--- src/rtl/uart_tx_fifo.sv ---
// uart_tx_fifo: FIFO-buffered UART transmitter, LSB-first, with
// configurable data width, parity and stop bits.
module uart_tx_fifo #(
  parameter int CLK_FREQ   = 6_250_000,
  parameter int BAUD_RATE  = 128000,
  parameter int DATA_BITS  = 8,
  parameter int PARITY     = 0,
  parameter int STOP_BITS  = 1,
  parameter int FIFO_DEPTH = 4
) (
  input  logic                          clk,
  input  logic                          reset,
  input  logic [DATA_BITS-1:0]          tx_data,
  input  logic                          tx_valid,
  output logic                          tx_ready,
  output logic                          txd,
  output logic                          busy,
  output logic [$clog2(FIFO_DEPTH):0]   fifo_count,
  output logic                          overflow
);
  localparam int BitCycles = CLK_FREQ / BAUD_RATE;
  localparam int CW = (BitCycles > 1) ? $clog2(BitCycles) : 1;
  localparam int AW = $clog2(FIFO_DEPTH);
  localparam int CntW = AW + 1;
  localparam int IW = $clog2(DATA_BITS);
  localparam logic [CW-1:0] BitLast = CW'(BitCycles - 1);

  typedef enum logic [2:0] {
    Idle, Start, Data, Parity, Stop
  } state_t;

  state_t state, nextState;

  logic [DATA_BITS-1:0] mem [FIFO_DEPTH];
  logic [AW-1:0]        wrPtr, rdPtr;
  logic [DATA_BITS-1:0] shiftReg;
  logic                 parBit;
  logic [CW-1:0]        bitCnt;
  logic [IW-1:0]        bitIdx;
  logic                 bitEnd, lastData, lastStop;
  logic                 push, pop, fifoEmpty;

  assign fifoEmpty = fifo_count == '0;
  assign tx_ready  = fifo_count != CntW'(FIFO_DEPTH);
  assign push      = tx_valid && tx_ready;
  assign bitEnd    = bitCnt == BitLast;
  assign lastData  = bitIdx == IW'(DATA_BITS - 1);
  assign lastStop  = bitIdx == IW'(STOP_BITS - 1);
  assign busy      = (state != Idle) || !fifoEmpty;

  // Head is taken when idle or exactly as the last stop bit ends.
  assign pop = !fifoEmpty &&
               ((state == Idle) ||
                (state == Stop && bitEnd && lastStop));

  always_ff @(posedge clk or negedge reset) begin
    if (!reset) begin
      wrPtr      <= '0;
      rdPtr      <= '0;
      fifo_count <= '0;
      overflow   <= 1'b0;
    end else begin
      if (push) wrPtr <= wrPtr + AW'(1);
      if (pop)  rdPtr <= rdPtr + AW'(1);
      fifo_count <= fifo_count + CntW'(push) - CntW'(pop);
      if (tx_valid && !tx_ready) overflow <= 1'b1;
    end
  end

  always_ff @(posedge clk) begin
    if (push) mem[wrPtr] <= tx_data;
  end

  always_ff @(posedge clk or negedge reset) begin
    if (!reset) state <= Idle;
    else        state <= nextState;
  end

  always_comb begin
    nextState = state;
    unique case (state)
      Idle:   if (!fifoEmpty) nextState = Start;
      Start:  if (bitEnd) nextState = Data;
      Data:
        if (bitEnd && lastData)
          nextState = (PARITY != 0) ? Parity : Stop;
      Parity: if (bitEnd) nextState = Stop;
      Stop:
        if (bitEnd && lastStop)
          nextState = fifoEmpty ? Idle : Start;
      default: nextState = Idle;
    endcase
  end

  always_ff @(posedge clk or negedge reset) begin
    if (!reset) begin
      shiftReg <= '0;
      parBit   <= 1'b0;
      bitCnt   <= '0;
      bitIdx   <= '0;
    end else if (pop) begin
      shiftReg <= mem[rdPtr];
      parBit   <= (^mem[rdPtr]) ^ (PARITY == 1);
      bitCnt   <= '0;
      bitIdx   <= '0;
    end else if (state != Idle) begin
      if (bitEnd) begin
        bitCnt <= '0;
        if (state == Data) begin
          shiftReg <= shiftReg >> 1;
          bitIdx   <= lastData ? '0 : bitIdx + IW'(1);
        end else if (state == Stop) begin
          bitIdx <= lastStop ? '0 : bitIdx + IW'(1);
        end
      end else begin
        bitCnt <= bitCnt + CW'(1);
      end
    end
  end

  always_comb begin
    txd = 1'b1;
    unique case (state)
      Start:   txd = 1'b0;
      Data:    txd = shiftReg[0];
      Parity:  txd = parBit;
      default: txd = 1'b1;
    endcase
  end
endmodule
--- config.mk ---
export PLATFORM = sky130hd
export DESIGN_NAME = uart_tx_fifo
export DESIGN_NICKNAME = d
export VERILOG_FILES = /design/src/rtl/uart_tx_fifo.sv
export SDC_FILE = /design/constraint.sdc
export NUM_CORES = 1
export LEC_CHECK = 0
export ABC_AREA = 1
export CORE_MARGIN = 3
export CORE_UTILIZATION = 63
export DETAILED_ROUTE_END_ITERATION = 8
export MAX_ROUTING_LAYER = met4
export PLACE_DENSITY = 0.85
export SLEW_MARGIN = 10
export SYNTH_ARGS = -nofsm -noshare
export SYNTH_HDL_FRONTEND = slang
export SYNTH_SLANG_ARGS = --single-unit
export TNS_END_PERCENT = 20
--- constraint.sdc ---
create_clock -name clk -period 3.9 [get_ports clk]
set_input_delay 0.585 -clock clk [delete_from_list [all_inputs] [get_ports clk]]
set_output_delay 0.585 -clock clk [all_outputs]
set_load 0.05 [all_outputs]
==> results.md <==
- Outcome: complete, no violations
- Cell variety after synth: 27
- Peak VDD IR: about 0.45 mV
- Dpl ws: around 1.4 ns
- Synth-to-Final Area Change: 12.7%
- Worst Clk Skew: about 0.008 ns
- DRC violations left: 0
- Max-slew violation count: 0
- GP Congestion: roughly 0.9
- Post-cts sizing count: 0
- Pwr Total: about 1800 uW
- Setup TNS: 0 ns
- Post-Syn Nets: about 360
- Largest net degree at the start of global routing: 30
- Clock Path Buffers: 2
- CTS tree: built
- Nets: just under 400
- Initial Utilization: about two thirds
- RSZ-0062 raised after global routing: no
- WP data arrival: around 2.2 ns
- Die Ht: 75.5 um
- Via count: about 2.2k
- GR Overflow Total: 0
- Worst Path Max Fanout: 7
- Storage cell area: about 1700 sq um
- Global Route Usage Sum: 22.8%
- Clk_lat worst skew: between 0.3 and 0.4 ns
- Top-count cell post-synth: nand2_1
- WP data required: around 3.3 ns
- Netlist Area Pre-Place: 3050 sq um
- # H-tree levels: 3
- Ports: 18
- Worst-path clk slew: around 0.07 ns
- CP Class: reg2out
- Number of global-route vias before repair: a little over 2k
- PortBufs: 17
- Clock Tree Root: clkbuf_8
- Final period utilization: between 70 and 80%
- Final Setup Violations: 0
- Max-cap violations: 0
- Synth area leader: edfxtp_1
- Setup crit end kind: output port
- CORE AREA: approximately 4500 sq um
- Final worst slack: 1.08 ns
- Post-CTS Hold Buffers: 0
- Diodes inserted: 0
- Hold_ws: 0.475 ns
- Final Hold Vio Count: 0
- Post-Layout Cell Count: 420
- Initial antenna violation count: 0
- Die Area: roughly 5700 sq um
- Fill cells: approximately 300
- Lkg Pwr: around 0.0016 uW
- Commonest cells in the netlist: 131 x nand2_1, 33 x inv_1, 32 x edfxtp_1
- Starting DRT DRC Count: 119
- Sequential-to-total area share from yosys stat: a little under three fifths
- Row cnt: 24
- Cell Pwr Density: 536 nW/um^2
- Max Fclk: between 300 and 400 MHz
- Critical path launch point type: flop
- Top FF cell, synth: edfxtp_1
- Asr flop ratio synth: around 48%
- Final ANT Viol Nets: 0
- Mean cell area of the mapped netlist: between 8 and 9 sq um
- Final HPWL DP: about 3700 um
- Worst slew pin tran: 0.824 ns
- Post CTS Setup Buffer Count: 0
- Ys Warns: 0
- Share of layout cells above drive strength 1: just over 7%
- Drt total wl: 5270 um
- Slew headroom: 44.8%
- Worst hold path type: reg2reg
- Drt first pass iters: 4
- CTS Sinks: 61
- CTS Buf Count: 9
- Final min period: between 2 and 3 ns
- Avg Vias per Cell: between 5 and 6
- First-pass GRT wire length: 9160 um
- Placed insts: slightly above 400
- Mapped Cells: roughly 340
- Wire per inst: around 13 um
- Horiz. Die Dim: 75.5 um
- Multi-input gate area: 1150 sq um
- Synth area leaders: edfxtp_1 32%, dfrtp_1 24%, nand2_1 16%
- Post-synth EDFFs: 32
- Top cell type's share of synthesized area: 31.6%
- Synthesis-stage register bit count: 61
==> cell families after synthesis <==
logic type	after synthesis	synth area share [%]
xor+xnor	6	1.73
compound gates	24	5.09
flops	61	55.4
buf+inv	44	6.78
simple gates	196	26.3
fa+ha+maj	11	4.77
==> cell usage in the layout (no fill, tap or decap), drive strengths merged <==
cell / n
dfrtp: 29
nor3: 3
xnor2: 3
fa: 1
inv: 36
a21oi: 2
edfxtp: 32
bufinv: 2
nand3: 30
xor2: 3
nor2: 29
a31oi: 6
a22o: 1
o211ai: 2
o21a: 1
o21ai: 10
clkbuf: 10
nand2: 134
clkdlybuf4s50: 17
clkinv: 1
clkinvlp: 3
a31o: 1
buf: 1
ha: 10
o22ai: 1
==> path summary, 6_finish.rpt <==
kind	from	end	slack, ns	cells after the start
worst max-delay path	state[2]	txd	1.08	4
worst min-delay path	overflow	overflow	0.47	1
worst max register to register	bitCnt[0]	fifo_count[2]	1.40	13
worst min register to register	overflow	overflow	0.47	1
max in group asynchronous	reset	wrPtr[0]	3.00	2
min in group asynchronous	reset	bitIdx[0]	0.63	2
==> state kept, by name, summed over array words and instances, names as in the netlist <==
| register | flops |
|---|---|
| wrPtr | 2 |
| fifo_count | 3 |
| shiftReg | 8 |
| state | 3 |
| parBit | 1 |
| rdPtr | 2 |
| bitIdx | 3 |
| bitCnt | 6 |
| mem | 32 |
| overflow | 1 |
==> metal layers <==
layer | wire length, um | share of wire (%) | GRT usage, % | vias up
met3 | 301 | 5.7 | 7.12 | 9
li1 | - | - | - | 1145
met5 | 0 | 0 | - | -
met1 | 2410 | 46 | 29.5 | 1009
met2 | 2470 | 47 | 33.6 | 52
met4 | 85 | 1.6 | 9.51 | 0
==> area by class of cell <==
cell class / count / area share, %
clock buffer: 10 / 3.72
sequential: 61 / 49.1
timing repair buffer: 18 / 5.18
inverter: 36 / 3.94
multi-input combinational: 237 / 33.6
clock inverter: 6 / 2.55
tap: 52 / 1.90
==> power breakdown <==
| part | switching [uW] | internal, uW | total, uW |
|---|---|---|---|
| Clock | 246 | 358 | 604 |
| Combinational | 261 | 136 | 398 |
| Sequential | 51.1 | 787 | 838 |
| Total | 558 | 1280 | 1840 |
==> worst max-delay path: stages, from the launching register on <==
cell,delay [ns]
dfrtp_1,0.45
nor2_1,0.24
nand2_1,0.19
o211ai_1,0.19
clkdlybuf4s50_1,0.82
==> metrics by stage <==
stage	util, %	instance area [sq um]
final	76.2	3430
after CTS	76.2	3430
after detailed placement	71.4	3220
after global routing	76.2	3430
after floorplan	-	3050
after global placement	71.4	3220
Note: power is estimated with default switching activity, not from simulation.
